$ cat config.mk
export PLATFORM = sky130hd
export DESIGN_NAME = act_pingpong_buffer
export DESIGN_NICKNAME = d
export VERILOG_FILES = /design/src/rtl/cnn_pkg.sv /design/src/rtl/act_bank.sv /design/src/rtl/act_pingpong_buffer.sv
export SDC_FILE = /design/constraint.sdc
export NUM_CORES = 2
export LEC_CHECK = 0
export ABC_CLOCK_PERIOD_IN_PS = 3800
export CAP_MARGIN = 20
export CORE_ASPECT_RATIO = 1.4
export CORE_MARGIN = 10
export CORE_UTILIZATION = 55
export DETAILED_ROUTE_END_ITERATION = 10
export DONT_BUFFER_PORTS = 1
export PLACE_DENSITY = 0.79
export SLEW_MARGIN = 20
export SYNTH_ARGS = -nofsm -noshare
export SYNTH_HDL_FRONTEND = slang
export SYNTH_SLANG_ARGS = --single-unit
$ cat constraint.sdc
create_clock -name clk -period 3.8 [get_ports clk]
set_input_delay 0.38 -clock clk [delete_from_list [all_inputs] [get_ports clk]]
set_output_delay 0.38 -clock clk [all_outputs]
set_load 0.02 [all_outputs]
$ cat src/rtl/cnn_pkg.sv
// Types shared across the CNN datapath blocks.
package cnn_pkg;
  typedef enum logic [1:0] {
    EMPTY   = 2'd0,
    FILLING = 2'd1,
    FULL    = 2'd2
  } bank_state_t;
endpackage

$ cat src/rtl/act_bank.sv
// One activation bank: IN x WIDTH registers with indexed write and synchronous clear-all.
// Clear has priority over write; the top never requests both on the same bank.
module act_bank #(
  parameter int WIDTH = 8,
  parameter int IN    = 128,
  parameter int IW    = $clog2(IN)
) (
  input  logic             clk,
  input  logic             rst_n,
  input  logic             wr_en_i,
  input  logic [IW-1:0]    wr_idx_i,
  input  logic [WIDTH-1:0] wr_dat_i,
  input  logic             clr_i,
  output logic [WIDTH-1:0] data_o [0:IN-1]
);
  logic [WIDTH-1:0] mem_q [0:IN-1];

  always_ff @(posedge clk or negedge rst_n) begin
    if (!rst_n) begin
      for (int i = 0; i < IN; i++) mem_q[i] <= '0;
    end else if (clr_i) begin
      for (int i = 0; i < IN; i++) mem_q[i] <= '0;
    end else if (wr_en_i) begin
      mem_q[wr_idx_i] <= wr_dat_i;
    end
  end

  assign data_o = mem_q;
endmodule

$ cat src/rtl/act_pingpong_buffer.sv
// Serial-to-parallel ping-pong activation buffer: x_valid rises the cycle after the closing beat.
// s_ready drops only while the write bank is still FULL; both handshakes are decoupled by registered state.
module act_pingpong_buffer
  import cnn_pkg::*;
#(
  parameter int WIDTH = 8,
  parameter int IN    = 128
) (
  input  logic             clk,
  input  logic             rst_n,
  input  logic [WIDTH-1:0] s_data,
  input  logic             s_valid,
  input  logic             s_last,
  output logic             s_ready,
  output logic [WIDTH-1:0] x [0:IN-1],
  output logic             x_valid,
  input  logic             x_ready,
  output logic             len_err
);
  localparam int            IW       = $clog2(IN);
  localparam logic [IW-1:0] LAST_IDX = IW'(IN - 1);

  bank_state_t      state_q [2];
  bank_state_t      state_d [2];
  logic             wr_bank_q, wr_bank_d;
  logic             rd_bank_q, rd_bank_d;
  logic [IW-1:0]    wr_idx_q, wr_idx_d;
  logic             len_err_q, len_err_d;
  logic             accept, at_last, close, rd_release;
  logic [1:0]       bank_we, bank_clr;
  logic [WIDTH-1:0] bank_dat [2][0:IN-1];

  assign s_ready    = rst_n & (state_q[wr_bank_q] != FULL);
  assign x_valid    = (state_q[rd_bank_q] == FULL);
  assign at_last    = (wr_idx_q == LAST_IDX);
  assign accept     = s_valid & s_ready;
  assign close      = accept & (s_last | at_last);
  assign rd_release = x_valid & x_ready;
  assign len_err    = len_err_q;

  // Write and read always target different banks, so both updates can apply together.
  always_comb begin
    state_d[0] = state_q[0];
    state_d[1] = state_q[1];
    wr_bank_d  = wr_bank_q;
    rd_bank_d  = rd_bank_q;
    wr_idx_d   = wr_idx_q;
    len_err_d  = accept & (s_last ^ at_last);
    bank_we    = '0;
    bank_clr   = '0;
    if (accept) begin
      bank_we[wr_bank_q] = 1'b1;
      if (close) begin
        state_d[wr_bank_q] = FULL;
        wr_idx_d           = '0;
        wr_bank_d          = ~wr_bank_q;
      end else begin
        state_d[wr_bank_q] = FILLING;
        wr_idx_d           = wr_idx_q + 1'b1;
      end
    end
    if (rd_release) begin
      state_d[rd_bank_q]  = EMPTY;
      bank_clr[rd_bank_q] = 1'b1;
      rd_bank_d           = ~rd_bank_q;
    end
  end

  always_ff @(posedge clk or negedge rst_n) begin
    if (!rst_n) begin
      state_q[0] <= EMPTY;
      state_q[1] <= EMPTY;
      wr_bank_q  <= 1'b0;
      rd_bank_q  <= 1'b0;
      wr_idx_q   <= '0;
      len_err_q  <= 1'b0;
    end else begin
      state_q    <= state_d;
      wr_bank_q  <= wr_bank_d;
      rd_bank_q  <= rd_bank_d;
      wr_idx_q   <= wr_idx_d;
      len_err_q  <= len_err_d;
    end
  end

  for (genvar b = 0; b < 2; b++) begin : g_bank
    act_bank #(.WIDTH(WIDTH), .IN(IN), .IW(IW)) u_bank (
      .clk      (clk),
      .rst_n    (rst_n),
      .wr_en_i  (bank_we[b]),
      .wr_idx_i (wr_idx_q),
      .wr_dat_i (s_data),
      .clr_i    (bank_clr[b]),
      .data_o   (bank_dat[b])
    );
  end

  always_comb begin
    for (int i = 0; i < IN; i++) x[i] = rd_bank_q ? bank_dat[1][i] : bank_dat[0][i];
  end
endmodule
# Word level (Yosys, flattened, before mapping)
# Cells that the tools add are included.
# Widths: inputs -> output; s select.
[classes] n_addsub=1 n_lt_le_gt_ge=10 n_eq_ne=3 mux=156 bitwise_logic=20 n_reduce_logical=8
[ops] operator="$mux 1024" n=4
[ops] operator="$bwmux 1024" n=2
[ops] operator="$mux 8" n=129
[ops] operator="$demux 8 s7" n=1
[ops] operator="$mux 2" n=10
[ops] operator="$mux 4" n=3
[ops] operator="$ge 8x8->1 const B" n=1
[ops] operator="$lt 8x1->1 const B" n=1
[ops] operator="$not 7->8" n=1
[ops] operator="$add 7x1->7 const B" n=1
[ops] operator="$eq 7x7->1 const B" n=1
[ops] operator="$mux 7" n=1
[ops] operator="$and 1x1->1" n=5
[ops] operator="$logic_and 1x1->1" n=5
[ops] operator="$and 2x2->2" n=2
[ops] operator="$and 4x4->4" n=1
[ops] operator="$demux 2 s1" n=2
[ops] operator="$ge 2x2->1 const B" n=2
[ops] operator="$lt 1x2->1 const B" n=2
[ops] operator="$lt 2x1->1 const B" n=2
[ops] operator="$not 1->2" n=2
[ops] operator="$not 2->2" n=2
[ops] operator="$not 4->4" n=1
[ops] operator="$or 2x2->2" n=2
[ops] operator="other kinds (10)" n=15
[word_totals] ff_bits=2062 inputBits=13 elab_cells=460

# Logic depth before layout (Yosys ltp)
[depth] ltp_word=12 depth_mapped=10 depth_no_buf=8

# Hierarchy
# From an unflattened synthesis, not the netlist that was laid out.
[hier_totals] hier_cells=8206 hier_area_um2=102499.6
[modules_own_cells] module="act_bank" n_inst=2 cells_each=3498 area_per_inst_um2=44839.3 seq_area_each_um2=25624.6
[modules_own_cells] module="act_pingpong_buffer" n_inst=1 cells_each=1210 area_per_inst_um2=12821.0 seq_area_each_um2=350.3

# Worst setup path before layout
# OpenSTA, ideal clock, no wires.
[synth_path] path_kind="register to output" start="register rd_bank_q" end="output x[10] in the netlist's numbering" arrival_ps=1969 t_required_ps=3420 slack_ps=1451 path_stages_with_launch=6 n_path_buf=4 cell_sequence="dfrtp_1 -> clkbuf_1 -> clkbuf_1 -> clkbuf_1 -> clkbuf_1 -> mux2_2"
[synth_rtl] element="start, declared" line="act_pingpong_buffer.sv:26" text="logic rd_bank_q, rd_bank_d;"
[synth_rtl] element="start signal, assigned" line="act_pingpong_buffer.sv:80" text="rd_bank_q <= rd_bank_d;"
[synth_rtl] element="end, declared" line="act_pingpong_buffer.sv:15" text="output logic [WIDTH-1:0] x [0:IN-1],"

==> impl_metrics.env <==
export IMPL_status="finished clean"
export IMPL_setup_viol=0
export IMPL_yosysTopAreaCell="dfrtp_1"
export IMPL_finalCritPeriodShare_pct=99.21
export IMPL_cap_viol_max_count=0
export IMPL_ys_seq_elements=2062
export IMPL_yosys_warnings=0
export IMPL_num_vias=66660
export IMPL_synth_edff_count=0
export IMPL_dp_cells=10210
export IMPL_yosysMostFrequentCell="nand2_1"
export IMPL_gp_congestion=0.8924
export IMPL_p_leak_uw=0.04894
export IMPL_synth_top_area_share_pct=52.85
export IMPL_cts_setup_buffers=0
export IMPL_crit_type="flop to output port"
export IMPL_cts_buffer_depth=3
export IMPL_row_count=182
export IMPL_port_buffers=0
export IMPL_syn_num_nets=8320
export IMPL_grt_setup_unrepaired="false"
export IMPL_fp_dieW_um=376.1
export IMPL_cts_sinks=2062
export IMPL_grt_max_degree=187
export IMPL_ir_drop_mv=0.7071
export IMPL_wl_per_cell_um=32.12
export IMPL_drt_wl_total_um=339700
export IMPL_syn_instance_count=8305
export IMPL_die_h_um=518.5
export IMPL_instances_no_fill=10580
export IMPL_fin_nets=8136
export IMPL_firstDrtPassIters=6
export IMPL_grt_antenna_before_repair=5
export IMPL_slew_violations=0
export IMPL_clk_insertion_delay_late_ps=860
export IMPL_ys_flop_type="dfrtp_1"
export IMPL_worstPathArrival_ps=3390
export IMPL_period_minus_slack_ps=3770
export IMPL_htreeDepth=4
export IMPL_fp_coreArea_um2=176000
export IMPL_grt_use_total_pct=34.02
export IMPL_die_area_um2=195000
export IMPL_vias_per_cell=6.303
export IMPL_crit_fanout=134
export IMPL_setup_tns_ps=0
export IMPL_drcViolationCount=0
export IMPL_fmax_mhz=265.2
export IMPL_yosys_top_cells_area="dfrtp_1, mux2i_1, mux2_2"
export IMPL_path_clk_slew_ps=70
export IMPL_grt_pass1_wl_um=495000
export IMPL_grt_pass1_vias=69230
export IMPL_synth_yosys_seq_area_share_pct=52.85
export IMPL_numCtsBuffers=193
export IMPL_synth_common_cells="nand2_1, dfrtp_1, mux2i_1"
export IMPL_synth_area_per_cell_um2=11.75
export IMPL_final_hold_viol_count=0
export IMPL_clock_skew_final_ps=47.39
export IMPL_start_util_pct=55.46
export IMPL_synth_distinct_cells=59
export IMPL_place_hpwl_um=221800
export IMPL_drive_above_1_share_pct=22.75
export IMPL_hold_path_class="input pin to async pin"
export IMPL_slew_headroom_pct=21.37
export IMPL_tightest_slew_ps=1179
export IMPL_cts_tree="done"
export IMPL_cp_start_kind="flop"
export IMPL_crit_required_ps=3420
export IMPL_async_reset_ff_share_pct=100.0
export IMPL_overflow=0
export IMPL_io_pins=1040
export IMPL_final_antenna_net_count=0
export IMPL_layout_area_overhead_vs_synth_pct=10.44
export IMPL_endpoint_kind="output port"
export IMPL_dr_first_iter_drc_count=6972
export IMPL_clockRootBuffer="clkbuf_16"
export IMPL_fin_util_pct=61.25
export IMPL_synth_area_um2=97620
export IMPL_power_density_nw_per_um2=511.2
worst paths after layout:
kind	slack (ps)	cells after the start	from	to
setup / recovery	30	3	rd_bank_q$_DFFE_PN0N_	x[797]
hold / removal	70	2	rst_n	wr_idx_q[1]$_DFFE_PN0N_
setup reg to reg	380	5	wr_idx_q[1]$_DFFE_PN0N_	g_bank[1].u_bank.data_o[725]$_DFFE_PN0P_
hold reg to reg	520	2	g_bank[0].u_bank.data_o[37]$_DFFE_PN0P_	g_bank[0].u_bank.data_o[37]$_DFFE_PN0P_
max in group asynchronous	1500	5	rst_n	g_bank[1].u_bank.data_o[150]$_DFFE_PN0P_
min in group clk	90	2	s_data[6]	g_bank[0].u_bank.data_o[110]$_DFFE_PN0P_
layer usage:
metal	part of all wire [%]	up-vias	global-route usage, %
met5	0	-	0
met4	6.8	0	19.15
met3	12	895	12.73
met2	45	3414	51.71
met1	37	34600	41.56
li1	-	27750	-
state kept, by name, summed over array words and instances, names as in the netlist:
name                  flops
state_q                   4
rd_bank_q                 1
len_err                   1
wr_idx_q                  7
g_bank.u_bank.data_o   2048
wr_bank_q                 1
what timing repair did:
| action | 4_1_cts | 5_1_grt |
|---|---|---|
| endpoints found under the hold margin | 474 | 0 |
| hold buffers | 12 | 0 |
| resized for setup | 0 | 2 |
| setup endpoints to repair | 0 | 6 |
through the flow:
step	hold slack, ps	area, um^2	power [uW]	setup WS (ps)
after floorplan	84.41	97620	30200	1451
after global placement	293.9	101000	34720	562.9
after detailed placement	301.0	101000	34810	470.7
after CTS	42.60	107800	54950	39.28
after global routing	78.02	107800	56360	42.04
final	69.98	107800	55120	29.93
power by group:
part | leakage, uW | internal (uW) | total (uW) | switching, uW
sequential | 0.0288 | 22400 | 22800 | 350
combinational | 0.0169 | 3170 | 11900 | 8730
clock | 0.00327 | 11500 | 20400 | 8910
total | 0.0489 | 37100 | 55100 | 18000
cell type report:
class                      instances  area (um^2)
antenna                            3        7.507
clock buffer                     279         5655
clock inverter                    68        964.7
fill                           13240        68210
inverter                           4        15.01
multi-input combinational       5593        43620
sequential                      2062        51600
tap                             2300         2878
timing repair buffer             267         3067
critical path: stages (launching register included):
cell	delay, ps
dfrtp_4	450
buf_12	470
buf_12	520
mux2_2	580
cells by family after synthesis:
logic type / count (synthesis) / share of synthesized area, %
xor+xnor: 1 / 0.008973
simple gates: 2491 / 11.75
flops: 2062 / 52.85
compound gates: 95 / 0.5063
buf+inv: 650 / 2.736
mux: 3004 / 32.12
fa+ha+maj: 2 / 0.02563
layout by cell type, fill, tap and decap left out, types with 8 or more instances in the layout:
cell type         n
nand2_1        2098
o21ai_0          77
clkbuf_16       195
dfrtp_1        2061
buf_4           171
bufinv_16        17
or3_1            10
nor2_2          141
a21oi_1           9
nor2_1           12
mux2_2         1026
buf_12           80
mux2i_1        1978
clkbuf_1         38
nand2_4          18
clkinv_2         33
clkbuf_8         46
nand3_1          34
dlygate4sd3_1    12
nor2_8           66
nand4_2           9
nor2b_1           8
nor4_2            8
No activity file was read; power rests on OpenSTA's default activity.
